===== config.mk =====
export PLATFORM = sky130hd
export DESIGN_NAME = gfx_write_queue_flat
export DESIGN_NICKNAME = d
export VERILOG_FILES = /design/src/rtl/gfx_write_queue_if.sv /design/src/rtl/gfx_write_queue.sv /design/src/flat_wrapper.sv
export SDC_FILE = /design/constraint.sdc
export NUM_CORES = 1
export LEC_CHECK = 0
export ABC_AREA = 0
export CAP_MARGIN = 20
export CORE_MARGIN = 2
export CORE_UTILIZATION = 53
export CTS_CLUSTER_SIZE = 14
export DETAILED_ROUTE_END_ITERATION = 7
export GPL_TIMING_DRIVEN = 0
export PLACE_DENSITY = 0.76
export SLEW_MARGIN = 10
export SYNTH_ARGS = -nofsm -noshare
export SYNTH_HDL_FRONTEND = slang
export SYNTH_SLANG_ARGS = --single-unit
export TNS_END_PERCENT = 30

===== constraint.sdc =====
create_clock -name clk -period 3.6 [get_ports clk]
set_clock_uncertainty 0.2 [all_clocks]
set_input_delay 1.08 -clock clk [delete_from_list [all_inputs] [get_ports clk]]
set_output_delay 1.08 -clock clk [all_outputs]
set_load 0.03 [all_outputs]

===== src/rtl/gfx_write_queue_if.sv =====
// Host-side write bus of the graphics write queue.
// The host (master) presents one write per cycle that wr_valid is high;
// the queue (slave) reports wr_ready whenever it still has room.
interface gfx_write_queue_if #(
  parameter int ADDR_W = 16,
  parameter int DATA_W = 16
);
  logic              wr_valid;
  logic [ADDR_W-1:0] wr_addr;
  logic [DATA_W-1:0] wr_data;
  logic              wr_ready;

  modport master (output wr_valid, output wr_addr, output wr_data, input wr_ready);
  modport slave  (input wr_valid, input wr_addr, input wr_data, output wr_ready);
endinterface


===== src/rtl/gfx_write_queue.sv =====
// Graphics write queue: buffers host writes in a FIFO and replays them, one
// at a time and in order, to one of NT targets selected by the address MSBs.
// Each issued write is held until the target reports gfx_done or the wait
// times out, then the chip selects drop for at least one cycle.
module gfx_write_queue #(
  parameter int ADDR_W   = 16,
  parameter int DATA_W   = 16,
  parameter int DEPTH    = 8,
  parameter int SEL_BITS = 1,
  parameter int TIMEOUT  = 255,
  localparam int NT      = 2 ** SEL_BITS,
  localparam int LVL_W   = $clog2(DEPTH) + 1,
  localparam int GA_W    = ADDR_W - SEL_BITS
) (
  input  logic               clk,
  input  logic               reset,
  gfx_write_queue_if.slave   host,
  output logic               almost_full,
  output logic [LVL_W-1:0]   level,
  output logic [7:0]         drop_count,
  output logic [7:0]         timeout_count,
  output logic [NT-1:0]      gfx_cs,
  output logic [GA_W-1:0]    gfx_addr,
  output logic [DATA_W-1:0]  gfx_data,
  input  logic               gfx_done,
  input  logic               gfx_write_avail
);

  localparam int PTR_W = $clog2(DEPTH);
  localparam logic [15:0]      WAIT_LAST = 16'(TIMEOUT - 1);
  localparam logic [LVL_W-1:0] LVL_FULL  = LVL_W'(DEPTH);
  localparam logic [LVL_W-1:0] LVL_AFULL = LVL_W'(DEPTH - 1);

  typedef enum logic [1:0] {IDLE, ACTIVE, RELEASE} state_t;

  logic [ADDR_W-1:0] mem_addr [DEPTH];
  logic [DATA_W-1:0] mem_data [DEPTH];

  logic [PTR_W-1:0]  head_reg, tail_reg;
  logic [LVL_W-1:0]  level_reg;
  logic [7:0]        drop_reg, timeout_reg;
  logic [15:0]       wait_reg;
  state_t            state_reg;
  logic [NT-1:0]     cs_reg;
  logic [GA_W-1:0]   addr_reg;
  logic [DATA_W-1:0] data_reg;

  logic              push, pop, full;
  logic [ADDR_W-1:0] head_addr;
  logic [SEL_BITS-1:0] head_sel;

  // Fullness is judged on the current level, so a pop at full never makes
  // room for a push in the same cycle.
  assign full          = (level_reg == LVL_FULL);
  assign host.wr_ready = !full;
  assign push          = host.wr_valid && !full;
  assign pop           = (state_reg == RELEASE);
  assign head_addr     = mem_addr[head_reg];
  assign head_sel      = head_addr[ADDR_W-1 -: SEL_BITS];

  assign almost_full   = (level_reg >= LVL_AFULL);
  assign level         = level_reg;
  assign drop_count    = drop_reg;
  assign timeout_count = timeout_reg;
  assign gfx_cs        = cs_reg;
  assign gfx_addr      = addr_reg;
  assign gfx_data      = data_reg;

  // Queue storage: written at the tail, no reset so it maps onto RAM.
  always_ff @(posedge clk) begin
    if (push) begin
      mem_addr[tail_reg] <= host.wr_addr;
      mem_data[tail_reg] <= host.wr_data;
    end
  end

  // Tail pointer, occupancy and refused-write counter.
  always_ff @(posedge clk or negedge reset) begin
    if (!reset) begin
      tail_reg  <= '0;
      level_reg <= '0;
      drop_reg  <= '0;
    end else begin
      if (push) tail_reg <= tail_reg + 1'b1;
      level_reg <= level_reg + LVL_W'(push) - LVL_W'(pop);
      if (host.wr_valid && full && drop_reg != 8'hFF) drop_reg <= drop_reg + 8'd1;
    end
  end

  // Issue FSM: load head entry, hold it until done/timeout, then pop.
  always_ff @(posedge clk or negedge reset) begin
    if (!reset) begin
      state_reg   <= IDLE;
      head_reg    <= '0;
      wait_reg    <= '0;
      cs_reg      <= '0;
      addr_reg    <= '0;
      data_reg    <= '0;
      timeout_reg <= '0;
    end else begin
      case (state_reg)
        IDLE: begin
          cs_reg <= '0;
          if (level_reg != '0 && gfx_write_avail) begin
            cs_reg    <= NT'(1) << head_sel;
            addr_reg  <= head_addr[GA_W-1:0];
            data_reg  <= mem_data[head_reg];
            wait_reg  <= '0;
            state_reg <= ACTIVE;
          end
        end
        ACTIVE: begin
          wait_reg <= wait_reg + 16'd1;
          if (gfx_done) begin
            cs_reg    <= '0;
            state_reg <= RELEASE;
          end else if (wait_reg == WAIT_LAST) begin
            cs_reg    <= '0;
            state_reg <= RELEASE;
            if (timeout_reg != 8'hFF) timeout_reg <= timeout_reg + 8'd1;
          end
        end
        RELEASE: begin
          cs_reg    <= '0;
          head_reg  <= head_reg + 1'b1;
          state_reg <= IDLE;
        end
        default: begin
          cs_reg    <= '0;
          state_reg <= IDLE;
        end
      endcase
    end
  end

endmodule


===== src/flat_wrapper.sv =====
// flat-port wrapper written by rule: the top's interface ports become plain ports
module gfx_write_queue_flat 
#(
  parameter int ADDR_W   = 16,
  parameter int DATA_W   = 16,
  parameter int DEPTH    = 8,
  parameter int SEL_BITS = 1,
  parameter int TIMEOUT  = 255,
  localparam int NT      = 2 ** SEL_BITS,
  localparam int LVL_W   = $clog2(DEPTH) + 1,
  localparam int GA_W    = ADDR_W - SEL_BITS
)
  (clk, reset, almost_full, level, drop_count, timeout_count, gfx_cs, gfx_addr, gfx_data, gfx_done, gfx_write_avail, host_wr_valid, host_wr_addr, host_wr_data, host_wr_ready);
  gfx_write_queue_if #(.ADDR_W(ADDR_W), .DATA_W(DATA_W)) host_i ();
  input  logic clk;
  input  logic reset;
  output logic almost_full;
  output logic [LVL_W-1:0] level;
  output logic [7:0] drop_count;
  output logic [7:0] timeout_count;
  output logic [NT-1:0] gfx_cs;
  output logic [GA_W-1:0] gfx_addr;
  output logic [DATA_W-1:0] gfx_data;
  input  logic gfx_done;
  input  logic gfx_write_avail;
  input wire logic [$bits(host_i.wr_valid)-1:0] host_wr_valid;
  input wire logic [$bits(host_i.wr_addr)-1:0] host_wr_addr;
  input wire logic [$bits(host_i.wr_data)-1:0] host_wr_data;
  output wire logic [$bits(host_i.wr_ready)-1:0] host_wr_ready;
  assign host_i.wr_valid = host_wr_valid;
  assign host_i.wr_addr = host_wr_addr;
  assign host_i.wr_data = host_wr_data;
  assign host_wr_ready = host_i.wr_ready;
  gfx_write_queue #(.ADDR_W(ADDR_W), .DATA_W(DATA_W), .DEPTH(DEPTH), .SEL_BITS(SEL_BITS), .TIMEOUT(TIMEOUT)) u_core (.clk(clk), .reset(reset), .host(host_i), .almost_full(almost_full), .level(level), .drop_count(drop_count), .timeout_count(timeout_count), .gfx_cs(gfx_cs), .gfx_addr(gfx_addr), .gfx_data(gfx_data), .gfx_done(gfx_done), .gfx_write_avail(gfx_write_avail));
endmodule

# ---- After elaboration in Yosys (flattened, before gate mapping)
# Memories as Yosys holds them, arrays and structs flattened. A register that Yosys moved wholly into a read port is not among the register bits.
# Cells that the tools add are included.
dict set report word_totals {
  ff_bits 61
  ram_bits 256
  in_bits 37
  output_inout_bits 55
  wordCells 54
  memories 2
}
dict set report op_classes {
  add_sub_neg 7
  n_lt_le_gt_ge 1
  eq_ne 8
  shifts 1
  mux 12
  bitwise 1
  reduce_logical 13
}
# memory words word_bits read_ports rd_clocked_by_memory_dff write_ports line
set memory_table {}
lappend memory_table {u_core.mem_addr 8 16 1 0 1 gfx_write_queue.sv:36} ;# logic [ADDR_W-1:0] mem_addr [DEPTH];
lappend memory_table {u_core.mem_data 8 16 1 1 1 gfx_write_queue.sv:37} ;# logic [DATA_W-1:0] mem_data [DEPTH];
# operator count
set op_table {}
lappend op_table {{$pmux W16 S2} 1}
lappend op_table {{$add A16 B1 Y16 const B} 1}
lappend op_table {{$add A8 B1 Y8 const B} 2}
lappend op_table {{$eq A16 B8 Y1 const B} 1}
lappend op_table {{$mux W16} 1}
lappend op_table {{$ne A8 B8 Y1 const B} 2}
lappend op_table {{$mux W2} 6}
lappend op_table {{$pmux W2 S2} 2}
lappend op_table {{$add A3 B1 Y3 const B} 2}
lappend op_table {{$reduce_and A2 Y1} 3}
lappend op_table {{$add A4 B1 Y4} 1}
lappend op_table {{$eq A4 B4 Y1 const B} 1}
lappend op_table {{$ge A4 B3 Y1 const B} 1}
lappend op_table {{$logic_and A1 B1 Y1} 4}
lappend op_table {{$reduce_and A4 Y1} 1}
lappend op_table {{$reduce_bool A4 Y1} 1}
lappend op_table {{$sub A4 B1 Y4} 1}
lappend op_table {{$ne A3 B2 Y1 const B} 1}
lappend op_table {{$eq A2 B1 Y1 const B} 1}
lappend op_table {{$eq A2 B2 Y1 const B} 1}
lappend op_table {{$logic_not A1 Y1} 2}
lappend op_table {{$logic_not A2 Y1} 1}
lappend op_table {{$mux W1} 2}
lappend op_table {{$ne A2 B1 Y1 const B} 1}
lappend op_table {{3 further kinds} 3}

# ---- Logic depth before layout (Yosys ltp)
dict set report logic_depth {
  depth_word 5
  mapped_depth 9
  depth_no_buf 8
}

# ---- Worst setup path before layout
# No wires, ideal clock.
dict set report synth_timing {
  kind {register -> register}
  from {reg u_core.level_reg[2] (netlist: u_core.level[2])}
  to {mem u_core.mem_addr[0][0], enable pin}
  setup_ns 0.461
  t_arrival_ns 3.770
  required_time_ns 2.939
  setup_slack_ns -0.831
  path_stages_with_launch 8
  path_buffers 1
  synth_period_minus_slack_ns 4.431
  path_cell_list {dfrtp_1 > inv_1 > ha_1 > or3b_2 > and2_1 > buf_2 > nand2b_1 > nor3_1}
}
dict set report synth_via {
  elab_chain_len 5
}
# item line
set synth_lines {}
lappend synth_lines {{start: declaration} gfx_write_queue.sv:40} ;# logic [LVL_W-1:0] level_reg;
lappend synth_lines {{start signal: assignment} gfx_write_queue.sv:85} ;# level_reg <= level_reg + LVL_W'(push) - LVL_W'(pop);
lappend synth_lines {{$eq A4 B4 Y1} gfx_write_queue.sv:54} ;# assign full = (level_reg == LVL_FULL);
lappend synth_lines {{$logic_not A1 Y1} -}
lappend synth_lines {{net host_wr_ready} flat_wrapper.sv:29} ;# output wire logic [$bits(host_i.wr_ready)-1:0] host_wr_ready;
lappend synth_lines {{$logic_and A1 B1 Y1} gfx_write_queue.sv:56} ;# assign push = host.wr_valid && !full;
lappend synth_lines {{net u_core.push} gfx_write_queue.sv:48} ;# logic push, pop, full;
lappend synth_lines {{$mux W1} gfx_write_queue.sv:71} ;# if (push) begin
lappend synth_lines {{$mux W1 (not written as such)} gfx_write_queue.sv:72} ;# mem_addr[tail_reg] <= host.wr_addr;
lappend synth_lines {{end: declaration} gfx_write_queue.sv:36}
# The timed path passes the listed nets, and every way through them passes these cells.

# ---- Final worst setup path
dict set report layout_timing {
  from {in host_wr_valid}
  to {mem u_core.mem_data[0][9], enable pin}
}
dict set report layout_via {
  elab_chain_len 3
}
# item line
set layout_lines {}
lappend layout_lines {{start: declaration} flat_wrapper.sv:26} ;# input wire logic [$bits(host_i.wr_valid)-1:0] host_wr_valid;
lappend layout_lines {{$logic_and A1 B1 Y1} gfx_write_queue.sv:56}
lappend layout_lines {{net u_core.push} gfx_write_queue.sv:48}
lappend layout_lines {{$mux W1} gfx_write_queue.sv:71}
lappend layout_lines {{$mux W1 (not written as such)} gfx_write_queue.sv:73} ;# mem_data[tail_reg] <= host.wr_data;
lappend layout_lines {{end: declaration} gfx_write_queue.sv:37}
# The timed path passes the listed nets, and every way through them passes these cells.

==> metrics.yaml <==
outcome:
  status: "completed"
clock_tree:
  cts_tree: "yes"
  cts_sinks: 333
  cts_max_path_buffers: 3
  clk_root_buffer_cell: "clkbuf_16"
  hold_buffers: 0
  path_clk_slew_ns: 0.06
  numCtsBuffers: 35
  cts_htree_levels: 2
  clkLatencyLatePin_ns: 0.51
synth:
  synthDistinctLibCells: 43
  synth_cells: 698
  synth_top_family_by_area: "multiplexers"
  synth.ff_latch_count: 333
  yosys.area_share.simple: 0.04850
  synthesis.area_sq_mm: 0.01300
  syn_avg_cell_area_sq_um: 18.63
  ys_seq_area_frac: 0.7395
  synth_fa_ha_area_frac: 0.01405
  syn_nets: 749
  synthFlopType: "edfxtp_1"
  synth_xor_area_frac: 0.01482
  synth_edf_count: 256
  synth_compound_area_frac: 0.02656
  async_flop_share: 0.2312
  yosysWarnings: 0
  synthMuxAreaShare: 0.1420
sta:
  whs_ns: 0.2869
  hold_viol_final: 0
  max_slew_margin: 0.3889
  maxSlewViolCount: 0
  fmax_mhz: 302.1
  setup_viol: 0
  min_period_over_period: 0.9194
  rsz0062_at_grt: "false"
  period_minus_slack_ns: 3.310
  worstMarginPinSlew_ns: 0.9145
  setup_tns_ns: 0
die:
  start_util: 0.5378
  fp.coreArea_sq_mm: 0.02418
  io_pins: 92
  die_y_um: 160.6
  dieWidth_um: 160.6
  die_area_sq_mm: 0.02580
  fp-row-count: 57
route:
  drt_iter0_markers: 728
  first_pass_iters: 5
  routedWlPerCell_um: 23.97
  vias_per_cell: 5.892
  drc: 0
  num_vias: 7005
  routed_wl_um: 28500
  antenna_left: 0
layout:
  layout_commonest_cell: "edfxtp_1"
  drive_gt1_frac: 0.1933
  nets: 891
  area_delta_synth_final_pct: 20.82
  final_util: 0.6497
  top_regs: "u_core.mem_addr x128, u_core.mem_data x128"
  final_cell_mix: "edfxtp_1 (256), clkdlybuf4s50_1 (89), dfrtp_1 (77), mux4_2 (64), nand2_1 (52)"
  final_area_sq_mm: 0.01571
placed_design:
  io_buffers: 91
  place_congestion: 0.7849
  dp_hpwl_um: 17400
  placed_cell_area_sq_mm: 0.01463
global_routing:
  gr-usage-all-layers: 0.2258
  grt_pass1_wl_um: 43270
  antenna_found_initial: 1
  grt_max_degree: 42
  grt_pass1_vias: 7262
  grt_overflow: 0
power_and_ir_drop:
  p_per_area_mw_per_mm2: 811.4
  leakage_nw: 5.659
  max-vdd-ir-drop_v: 0.0005721
setup_path:
  crit_fanout: 11
  path_class: "in -> reg"
  cp_data_arrival_time_ns: 3.33
  worst_setup_path_end_kind: "register"
  start_kind: "primary input"
  r2r_slack_ns: 0.47
  cp.required_ns: 3.62
job:
  max-cap-violations: 0
min_path:
  hold_path_class: "reg -> reg"
## cell usage after synthesis, drive strengths merged, types with 10 or more instances
cell type / n / area (sq um)
mux4: 64 / 1441
dfrtp: 77 / 1927
edfxtp: 256 / 7687
inv: 12 / 45.04
nor3: 10 / 50.05
nand3: 14 / 70.07
xor2: 18 / 157.7
o21ai: 39 / 195.2
nor2: 15 / 56.30
nand2: 52 / 195.2
ha: 13 / 162.7
buf: 23 / 121.4
mux2i: 36 / 360.4
## logic make-up (layout without fill, tap and decap cells)
| family | Yosys count | after routing |
|---|---|---|
| flip-flops | 333 | 333 |
| AND/OR/NAND/NOR | 124 | 124 |
| multiplexers | 104 | 104 |
| AO/OA/AOI/OAI | 60 | 60 |
| buffers and inverters | 41 | 207 |
| XOR/XNOR | 22 | 22 |
| adder cells (fa/ha/maj) | 14 | 14 |
| other | 0 | 1 |
## final cells by class
class,count,area (sq um)
diodes,1,2.502
plain buffers,29,143.9
clock buffers,46,927.1
clock inverters,15,150.1
fillers,1587,8469
inverters,12,45.04
multi-input cells,324,3259
flip-flops and latches,333,9614
well taps,324,405.4
repair buffers,105,1160
## critical path: stages
cell and delay [ns]:
clkdlybuf4s50_1 0.49, and2_1 0.13, buf_2 0.19, nand2b_1 0.29, nor3_4 0.51, buf_6 0.25
buf_8 0.19, buf_8 0.17
## timing repair
item,in CTS,in global routing
setup buffers,0,0
resized for setup,0,1
endpoints found under the setup margin,0,1
## power breakdown
part / switching (W) / leakage [nW] / internal, W
combinational: 0.00229 / 1.83 / 0.00176
clock: 0.00143 / 0.516 / 0.00197
sequential: 0.000393 / 3.32 / 0.00490
## metrics by stage
stage,power [W],worst slack (ns),std cells
after floorplan,0.007839,-0.8271,698
after global placement,0.009115,-3.554,1113
after detailed placement,0.009396,-0.1884,1127
after CTS,0.01285,0.03292,1188
after global routing,0.01330,0.1758,1188
final,0.01275,0.2903,1189
## path summary, 6_finish.rpt
check,start,endpoint,cells after the start
worst max-delay path,host_wr_valid,u_core.mem_data[0][9],8
worst min-delay path,u_core.wait_reg[7],u_core.wait_reg[7],1
worst max register to register,u_core.level[2],u_core.mem_data[0][9],10
worst min register to register,u_core.wait_reg[7],u_core.wait_reg[7],1
max in group asynchronous,reset,u_core.wait_reg[9],2
min in group asynchronous,reset,u_core.gfx_data[12],1
## layer usage
layer / part of all wire / routed length, um / GRT usage
met2: 0.50 / 14360 / 0.3805
met5: 0 / 0 / 0
met1: 0.40 / 11540 / 0.3067
met4: 0.018 / 512 / 0.05938
met3: 0.073 / 2091 / 0.04442
No activity file was read; power rests on OpenSTA's default activity.
